[src/rtl/time_disp_mux.sv]
// time_disp_mux: BCD-converts two disp_time fields and scans a 4-digit active-low 7-seg display; BLINK_COLON_EN adds a 1 Hz dp blink
module time_disp_mux #(
    parameter int SCAN_DIV = 1
) (
    input  logic        kh_clk,
    input  logic        reset,
    input  logic [26:0] disp_time,
    input  logic        mode,
    output logic [3:0]  an,
    output logic [6:0]  seg,
    output logic        dp
);
    localparam logic [3:0] DASH = 4'hA;
    localparam logic [3:0] BLANK = 4'hF;
    localparam logic [7:0] SCAN_LAST = 8'(SCAN_DIV - 1);
    typedef enum logic [1:0] {IDLE, LOAD, SHIFT, DONE} state_t;
    state_t state, state_nx;
    logic [4:0] hr;
    logic [5:0] min, sec;
    logic [2:0] step;
    logic [5:0] hi_bin, lo_bin;
    logic [7:0] hi_bcd, lo_bcd;
    logic hi_bad, lo_bad;
    logic [3:0][3:0] pend, shown;
    logic pend_valid;
    logic [1:0] idx;
    logic [7:0] scnt;
    logic wrap, blink;
    assign hr = disp_time[26:22];
    assign min = disp_time[21:16];
    assign sec = disp_time[15:10];
    assign wrap = scnt == SCAN_LAST;
    function automatic logic [7:0] adj3(input logic [7:0] b);
        return {b[7:4] >= 4'd5 ? b[7:4] + 4'd3 : b[7:4], b[3:0] >= 4'd5 ? b[3:0] + 4'd3 : b[3:0]};
    endfunction
    function automatic logic [6:0] decode(input logic [3:0] d);
        case (d)
            4'd0: return 7'h40;
            4'd1: return 7'h79;
            4'd2: return 7'h24;
            4'd3: return 7'h30;
            4'd4: return 7'h19;
            4'd5: return 7'h12;
            4'd6: return 7'h02;
            4'd7: return 7'h78;
            4'd8: return 7'h00;
            4'd9: return 7'h10;
            DASH: return 7'h3F;
            default: return 7'h7F;
        endcase
    endfunction
    always_comb begin
        state_nx = state == IDLE  ? LOAD :
                   state == LOAD  ? SHIFT :
                   state == SHIFT ? (step == 3'd5 ? DONE : SHIFT) : LOAD;
    end
`ifdef BLINK_COLON_EN
    logic ms_low;
    always_ff @(posedge kh_clk) begin
        if (reset)
            ms_low <= 1'b0;
        else if (state == LOAD)
            ms_low <= disp_time[9:0] < 10'd500;
    end
    assign blink = idx == 2'd2 && ms_low;
`else
    logic unused_ms;
    assign unused_ms = ^disp_time[9:0];
    assign blink = 1'b0;
`endif
    always_ff @(posedge kh_clk) begin
        if (reset) begin
            state <= IDLE;
            step <= 3'd0;
            hi_bin <= 6'd0;
            lo_bin <= 6'd0;
            hi_bcd <= 8'd0;
            lo_bcd <= 8'd0;
            hi_bad <= 1'b0;
            lo_bad <= 1'b0;
            pend <= {4{BLANK}};
            shown <= {4{BLANK}};
            pend_valid <= 1'b0;
            idx <= 2'd0;
            scnt <= 8'd0;
            an <= 4'hF;
            seg <= 7'h7F;
            dp <= 1'b1;
        end else begin
            state <= state_nx;
            if (state == LOAD) begin
                hi_bin <= mode ? min : {1'b0, hr};
                lo_bin <= mode ? sec : min;
                hi_bcd <= 8'd0;
                lo_bcd <= 8'd0;
                hi_bad <= mode ? min > 6'd59 : hr > 5'd23;
                lo_bad <= (mode ? sec : min) > 6'd59;
                step <= 3'd0;
            end
            if (state == SHIFT) begin
                {hi_bcd, hi_bin} <= {adj3(hi_bcd), hi_bin} << 1;
                {lo_bcd, lo_bin} <= {adj3(lo_bcd), lo_bin} << 1;
                step <= step + 3'd1;
            end
            scnt <= wrap ? 8'd0 : scnt + 8'd1;
            if (wrap) begin
                idx <= idx + 2'd1;
                if (idx == 2'd3 && pend_valid) begin
                    shown <= pend;
                    pend_valid <= 1'b0;
                end
            end
            // Placed after the commit so a same-cycle DONE re-arms pend_valid for the next frame
            if (state == DONE) begin
                pend <= {hi_bad ? {DASH, DASH} : hi_bcd, lo_bad ? {DASH, DASH} : lo_bcd};
                pend_valid <= 1'b1;
            end
            an <= ~(4'b0001 << idx);
            seg <= decode(shown[idx]);
            dp <= ~blink;
        end
    end
endmodule

[config.mk]
export PLATFORM = sky130hd
export DESIGN_NAME = time_disp_mux
export DESIGN_NICKNAME = d
export VERILOG_FILES = /design/src/rtl/time_disp_mux.sv
export SDC_FILE = /design/constraint.sdc
export NUM_CORES = 1
export LEC_CHECK = 0
export CAP_MARGIN = 5
export CORE_UTILIZATION = 56
export CTS_BUF_LIST = sky130_fd_sc_hd__clkbuf_16
export CTS_CLUSTER_DIAMETER = 150
export DETAILED_ROUTE_END_ITERATION = 10
export GPL_ROUTABILITY_DRIVEN = 1
export PLACE_DENSITY = 0.81
export SYNTH_ARGS = -nofsm -noshare
export SYNTH_HDL_FRONTEND = slang
export SYNTH_SLANG_ARGS = --single-unit
[constraint.sdc]
create_clock -name kh_clk -period 2.6 [get_ports kh_clk]
set_clock_uncertainty 0.1 [all_clocks]
set_input_delay 0.65 -clock kh_clk [delete_from_list [all_inputs] [get_ports kh_clk]]
set_output_delay 0.65 -clock kh_clk [all_outputs]
set_load 0.02 [all_outputs]
======== Word-level counts from Yosys, hierarchy flattened ========
Memory sizes are Yosys's and may differ from the RTL's. A register that Yosys moved wholly into a read port is not among the register bits.
Cells that the tools add are included.
storage, ports and cells
  bits in registers ....................... 82
  bits in read-only memories .............. 112
  input bits .............................. 30
  logic and storage cells ................. 84
  memories kept ........................... 1
memories
  memory            depth  bits a word  read ports  clocked after memory_dff  write ports  RTL line  source
  (name not given)  16     7            1           1                         0            37        case (d)
cells by class
  add/subtract/negate cells ............... 7
  magnitude comparators ................... 8
  eq/ne operators ......................... 5
  shift-type cells ........................ 1
  muxes and demuxes ....................... 27
  bitwise operators ....................... 1
  reduce and logical (&&, ||, !) cells .... 11
operators by type and width
  cell                                                               count
  2-to-1 mux 8 bit                                                   5
  2-to-1 mux 6 bit                                                   6
  greater-or-equal comparator 4 x 3 -> 1 bit, second input constant  4
  > comparator 6 bit, second input constant                          2
  2-to-1 mux 3 bit                                                   4
  2-to-1 mux 4 bit                                                   3
  adder 4 x 2 -> 4 bit, second input constant                        2
  adder 8 x 1 -> 8 bit, second input constant                        1
  binary-select mux 4 bit (select 2 bit)                             1
  zero test 8 bit                                                    1
  adder 3 x 2 -> 3 bit, second input constant                        2
  equality test 2 bit, second input constant                         3
  2-to-1 mux 1 bit                                                   6
  nonzero test 2 bit                                                 3
  OR reduction 2 bit                                                 3
  > comparator 5 bit, second input constant                          1
  2-to-1 mux 2 bit                                                   2
  inverter 4 bit                                                     1
  AND reduction 2 bit                                                2
  << shifter 1 x 2 -> 4 bit, first input constant                    1
  adder 3 x 1 -> 3 bit, second input constant                        1
  equality test 3 bit, second input constant                         1
  < comparator 2 x 3 -> 1 bit, second input constant                 1
  adder 2 x 1 -> 2 bit, second input constant                        1
  3 further kinds                                                    3

======== Longest topological paths before layout ========
Gate-level depths: netlist of run 1.
  word-level depth ........................ 5
  depth in mapped cells ................... 9
  depth with buffers taken out ............ 7

======== Worst setup path before layout of run 1 ========
OpenSTA, ideal clock, no wires.
  path type ............................... register -> register
  start ................................... reg idx[0]
  end ..................................... reg seg[1]
  arrival ................................. 1715 ps
  required time ........................... 2381 ps
  path slack .............................. 666 ps
  stages on the path, launching flop included .. 7
  clock period less this slack ............ 1934 ps
  cell sequence ........................... dfxtp_1 -> buf_6 -> mux4_1 -> inv_1 -> ha_1 -> a21oi_1 -> o21bai_1
on the way
  longest elaborated chain between the ends .. 2
RTL lines
  what                                    RTL line  source
  start: declaration                      26        logic [1:0] idx;
  start signal: assignment                107       idx <= idx + 2'd1;
  binary-select mux 4 bit (select 2 bit)  119       seg <= decode(shown[idx]);
  2-to-1 mux 4 bit (implied by the code)  119
  end: declaration                        10        output logic [6:0] seg,
No other way between the ends. The select of a mux whose other input is x is not followed.
A chain may end at the register's enable or synchronous reset.

======== Worst setup path after layout of run 1 ========
  start ................................... in mode
  end ..................................... reg lo_bin[0]
on the way
  longest elaborated chain between the ends .. 1
RTL lines
  what                    RTL line  source
  start: declaration      8         input logic mode,
  2-to-1 mux 6 bit        93        lo_bin <= mode ? sec : min;
  end signal: assignment  93
  end signal: assignment  102       {lo_bcd, lo_bin} <= {adj3(lo_bcd), lo_bin} << 1;
  end: declaration        21        logic [5:0] hi_bin, lo_bin;
No other way between the ends.

==> results.tsv, run 1 <==
stage	metric	value	unit
status	status	finished, final reports clean	
clocking	clkSinkCount	89	
logic_synthesis	synth_xor_area_share	3.00	%
clocking	hold_buffers	0	
sta	grt_setup_unrepaired	false	
drt	wl_met3	206	um
drt	dr.first_iter.drc_count	174	
logic_synthesis	ys_ff_latch	89	
drt	drcViolationCount	0	
logic_synthesis	synth_area_per_cell	9.11	um2
logic_synthesis	yosysWarningCount	0	
logic_synthesis	synthSimpleGateAreaFrac	19.8	%
grt	grt_pass1_wl	13400	um
critical_path	crit_required	2.69	ns
pwr	switching_power	0.698	mW
logic_synthesis	syn_area	4090	um2
grt	grt_usage	22.6	%
critical_path	worstPathCellList	clkdlybuf4s50_1 -> buf_4 -> mux2i_1 -> a2111oi_0	
layout	final_cell_mix	dfxtp_1, nor2_1, nand2_1, clkdlybuf4s50_1, a21oi_1	
drt	num_vias	3144	
pwr	irDropWorstVdd	391	uV
drt	viasPerCell	5.50	
pwr	netSwitchingFraction	24.5	%
pwr	leakagePower	1.89	nW
drt	met2_length	4160	um
logic_synthesis	syn_nets	504	
clocking	cts_root_buf	clkbuf_16	
pwr	powerDensity	606	nW/um2
floorplanning	start_util	59.2	%
grt	antenna_found_initial	0	
job	maxCapViolCount	0	
floorplanning	die_h	87.5	um
sta	relSlewSlack	62.2	%
sta	fmax	463	MHz
pwr	clock_power_share	42.2	%
layout	layout_commonest_cell	dfxtp_1	
layout	num_antenna_cells	0	
floorplanning	ios	42	
drt	wl	8070	um
clocking	cts.clk_slew.worst_paths	0.07	ns
critical_path	arrival	2.25	ns
layout	final_layout_size_suffix_gt1_share	8.61	%
placed_design	gp_congestion	0.797	
floorplanning	rows	30	
sta	max_slew.worst_pin.slew	0.565	ns
logic_synthesis	synth_cell_type_count	45	
critical_path	slowest_delay	0.83	ns
drt	postRouteAntennaNets	0	
clocking	h-tree-depth	3	
logic_synthesis	synth_flop_cell	dfxtp_1	
layout	multi_input_area	2060	um2
logic_synthesis	synthMuxAreaShare	6.52	%
layout	regArea	1780	um2
drt	top_layer_used	met4	
logic_synthesis	synth_adder_area_share	7.65	%
critical_path	cp_max_fo	15	
logic_synthesis	synth_edf_count	0	
drt	wl_met1	3610	um
critical_path	crit_path_top_delay_cell	clkdlybuf4s50_1	
placed_design	hpwlAfterDp	5560	um
hold_path	hold_class	reg2reg	
clocking	numCtsBuffers	9	
clocking	cts_tree	yes	
sta	hold_viol_final	0	
floorplanning	die_area	7650	um2
sta	final_max_slew_viol_count	0	
sta	finalCritPeriodShare	83.0	%
drt	dr.pass1.iters	4	
critical_path	critical_path_class	in2reg	
grt	globalRouteOverflowTotal	0	
critical_path	startpoint_type	input port	
floorplanning	core_area	6910	um2
pwr	p_int	2.16	mW
placed_design	dp_slack	0.146	ns
pwr	combinationalPowerShare	8.2	%
sta	min_period	2.16	ns
critical_path	path_delay_family	buffers and inverters	
sta	fin_setup_tns	0	ns
layout	area_growth	15.2	%
grt	grt_max_degree	40	
clocking	insertion_delay	0.34	ns
clocking	cts_max_path_buffers	2	
logic_synthesis	yosysSeqAreaShare	43.6	%
grt	grt_pass1_vias	3011	
logic_synthesis	synth-compound-area-share	13.4	%
logic_synthesis	ys_async_sr_fraction	0	%
drt	post_drt_wl_per_cell	14.1	um
critical_path	crit_buf_inv	2	
layout	fillers	556	
sta	setup_viol	0	
critical_path	reg2reg_slack	0.46	ns
pwr	seqPwrFrac	49.6	%
floorplanning	die_w	87.5	um
clocking	cts_resized	0	
logic_synthesis	synth_top_family_by_area	simple AND/OR/NAND/NOR gates	
clocking	postCtsSetupBuffers	0	
sta	postLayoutSetupSlackWorst	0.442	ns
critical_path	end_kind	register	
layout	nNetsFinal	526	
placed_design	io_buffers	30	
logic_synthesis	synthCells	449	
-- cell usage after synthesis (all sizes together) (2+ instances only) --
cell type / instances / area (um2)
mux4: 4 / 93.8
a32oi: 4 / 35.0
nor4: 2 / 12.5
a21oi: 26 / 130
nand2: 44 / 165
xor2: 8 / 70.1
nor2: 49 / 184
clkbuf: 17 / 63.8
xnor2: 6 / 52.6
a221oi: 8 / 70.1
nand3: 13 / 65.1
nand3b: 16 / 120
a211oi: 2 / 15.0
inv: 20 / 75.1
o22ai: 8 / 50.1
clkinv: 3 / 16.3
dfxtp: 89 / 1780
a2bb2oi: 2 / 17.5
and3: 14 / 87.6
buf: 11 / 90.1
o31ai: 4 / 30.0
mux2: 10 / 113
a221o: 4 / 40.0
ha: 25 / 313
a2111oi: 2 / 17.5
nor3: 4 / 25.0
a22oi: 6 / 45.0
o21ai: 13 / 65.1
o21bai: 2 / 15.0
nand2b: 20 / 125
mux2i: 6 / 60.1
-- flip-flops by register name, indices dropped and copies added (netlist names) --
register and count:
idx 2, scnt 8, lo_bin 6, an 4
seg 7, shown 16, lo_bcd 8, hi_bcd 8
state 2, pend_valid 1, hi_bad 1, pend 16
lo_bad 1, step 3, hi_bin 6
-- logic make-up after synthesis --
kind of cell	count (synthesis)
xor+xnor	14
mux	20
flops	89
simple gates	166
fa+ha+maj	25
compound gates	83
buf+inv	51
other cells	1
-- final cells by class --
type                            instances  share of cell area (%)
Clock inverter                          7                    1.17
Timing Repair Buffer                   39                    7.97
Sequential cell                        89                    37.8
Clock buffer                            9                    4.78
Inverter                               23                    1.94
Multi-Input combinational cell        309                    43.8
Tap cell                               96                    2.55
-- path summary, 6_finish.rpt --
| check | from | cells after the start | end |
|---|---|---|---|
| setup / recovery | mode | 4 | lo_bin[0] |
| hold / removal | shown[1] | 2 | shown[1] |
| setup reg to reg | state[0] | 6 | hi_bin[1] |
| hold reg to reg | shown[1] | 2 | shown[1] |
-- worst reg2reg max path, cell delays in order (launching register included) --
cell,delay [ns]
dfxtp_1,0.38
inv_1,0.08
ha_1,0.52
inv_1,0.28
buf_4,0.27
a221oi_1,0.32
nor2_1,0.07
-- routing by layer --
metal,up-vias,global-route usage [%]
li1,1597,-
met1,1493,26.8
met4,0,7.45
met2,45,39.8
met3,9,5.78
met5,-,0
-- per-stage QoR --
step | total power [mW] | instance area (um2) | hold slack [ns] | instances | util, %
6_report | 2.86 | 4710 | 0.360 | 572 | 68.2
5_1_grt | 2.95 | 4710 | 0.380 | 572 | 68.2
4_1_cts | 2.87 | 4710 | 0.362 | 572 | 68.2
3_5_place_dp | 1.68 | 4430 | 0.346 | 556 | 64.2
3_3_place_gp | 1.67 | 4430 | 0.342 | 556 | 64.2
2_1_floorplan | 1.59 | 4090 | 0.329 | 449 | -
-- power by group through the flow --
stage               Clock, mW  Sequential [mW]  Combinational (mW)
floorplan                   0             1.45               0.147
global placement            0             1.45               0.224
detailed placement          0             1.45               0.230
CTS                      1.21             1.42               0.233
global route             1.28             1.42               0.257
finish                   1.21             1.42               0.233
No activity file was read; power rests on OpenSTA's default activity.
==> inputs of run 2 (changes only) <==
CORE_UTILIZATION = 51   (was 56)
PLACE_DENSITY = 0.78   (was 0.81)
clock period = 1.85 ns   (was 2.6 ns; I/O delays follow)
==> run 2 against run 1 <==
Combinational power grew 55%. Flip-flop and latch count unchanged. Clock power rose by 45%. Highest routed layer unchanged. Setup slack lost 0.40 ns.
==> results.tsv, run 2 (same netlist as run 1, synthesis figures left out) <==
stage	metric	value	unit	change
drt	top_layer_used	met4		
critical_path	crit_path_top_delay_cell	clkdlybuf4s50_1		
floorplanning	ios	42		unchanged
placed_design	gp_congestion	0.806		+1.2%
placed_design	dp_cells	577		+3.8%
clocking	numCtsBuffers	9		unchanged
critical_path	critical_path_class	reg2out		
clocking	clkSinkCount	89		unchanged
clocking	hold_buffers	0		unchanged
placed_design	hpwlAfterDp	6090	um	+9.5%
status	status	finished, final reports clean		
sta	final_max_slew_viol_count	0		unchanged
clocking	cts_max_path_buffers	2		unchanged
clocking	cts_tree	yes		
drt	post_drt_wl_per_cell	14.4	um	+2.4%
sta	min_period	1.81	ns	
drt	num_vias	3294		+4.8%
floorplanning	die_h	91.6	um	+4.7%
pwr	power	4.11	mW	+44%
grt	grt_usage	21.1	%	-1.6 points
drt	dr.pass1.iters	4		unchanged
critical_path	startpoint_type	register		
drt	drcViolationCount	0		unchanged
layout	multi_input_area	2080	um2	+0.85%
drt	wl	8590	um	+6.5%
critical_path	path_delay_family	buffers and inverters		
floorplanning	start_util	52.9	%	-6.3 points
layout	top_regs	pend (16), shown (16)		
critical_path	cp_max_fo	1		-14
critical_path	slowest_delay	0.59	ns	-0.24 ns
layout	regArea	1790	um2	+0.28%
critical_path	end_kind	primary output		
drt	postRouteAntennaNets	0		unchanged
sta	relSlewSlack	65.2	%	+3.0 points
critical_path	crit_buf_inv	1		-1
grt	grt_pass1_vias	3139		+4.3%
pwr	powerDensity	839	nW/um2	+38%
layout	layout_commonest_cell	dfxtp_1		
clocking	insertion_delay	0.34	ns	about the same
drt	viasPerCell	5.54		+0.72%
clocking	cts_root_buf	clkbuf_16		
floorplanning	die_w	91.6	um	+4.7%
critical_path	worstPathCellList	clkdlybuf4s50_1		
layout	num_antenna_cells	0		unchanged
pwr	leakagePower	1.98	nW	+5.1%
layout	final_cell_mix	dfxtp_1, nor2_1, nand2_1, clkdlybuf4s50_1		
floorplanning	rows	32		+6.7%
hold_path	hold_class	reg2reg		
layout	fin_cells	595		+4.0%
job	maxCapViolCount	0		unchanged
layout	area_growth	19.9	%	
layout	nNetsFinal	543		+3.2%
pwr	irDropWorstVdd	501	uV	+28%
grt	antenna_found_initial	0		unchanged
critical_path	arrival	1.25	ns	-1.00 ns
floorplanning	core_area	7730	um2	+12%
drt	wl_met3	292	um	+42%
critical_path	crit_required	1.29	ns	-1.40 ns
clocking	h-tree-depth	3		unchanged
drt	dr.first_iter.drc_count	102		-41%
grt	grt_max_degree	33		-18%
grt	globalRouteOverflowTotal	0		unchanged
grt	grt_pass1_wl	14000	um	+4.2%
drt	met2_length	4420	um	+6.3%
sta	hold_viol_final	0		unchanged
sta	fmax	552	MHz	
sta	grt_setup_unrepaired	false		
floorplanning	die_area	8380	um2	+9.6%
sta	max_slew.worst_pin.slew	0.522	ns	-0.0435 ns
layout	final_layout_size_suffix_gt1_share	13.6	%	+5.0 points
sta	finalCritPeriodShare	97.9	%	
clocking	cts.clk_slew.worst_paths	0.07	ns	about the same
sta	setup_viol	0		unchanged
drt	wl_met1	3670	um	+1.7%
placed_design	io_buffers	30		unchanged
layout	fillers	606		+9.0%
[run 2: layout make-up]
type | instances | area share, %
clock inverters | 7 | 1.28
well taps | 102 | 2.60
inverters | 23 | 1.86
repair buffers | 56 | 10.8
flip-flops and latches | 89 | 36.4
clock buffers | 9 | 4.59
multi-input cells | 309 | 42.4
[run 2: final timing paths]
kind	from	to	depth (start not counted)	slack (ns)
min	shown[8]	shown[8]	2	0.37
min reg2reg	shown[8]	shown[8]	2	0.37
max	seg[3]	seg[3]	1	0.04
max reg2reg	idx[0]	seg[5]	5	0.06
[run 2: power by group]
part,internal (mW),switching [mW]
Clock,0.941,0.821
Sequential,1.96,0.0305
Combinational,0.178,0.185
[run 2: layer usage]
metal | track usage [%] | vias to the layer above
met2 | 37.5 | 67
met1 | 23.6 | 1573
met4 | 12.3 | 0
met5 | 0 | -
met3 | 3.43 | 19
li1 | - | 1635
[run 2: repair_timing]
action	4_1_cts	5_1_grt
endpoints found under the setup margin	6	17
buffers inserted	1	1
pin swaps	0	1
resized for setup	2	8
[run 2: stage by stage]
stage,setup WS [ns],TNS [ns],hold WS (ns),utilization (%),instance area [um2]
6_report,0.0390,0,0.368,63.5,4900
5_1_grt,0.00101,0,0.396,63.5,4900
4_1_cts,0.000785,0,0.369,63.0,4870
3_5_place_dp,-0.240,-1.56,0.353,59.2,4570
3_3_place_gp,-0.155,-0.997,0.345,59.2,4570
2_1_floorplan,0.0150,0,0.332,-,4090
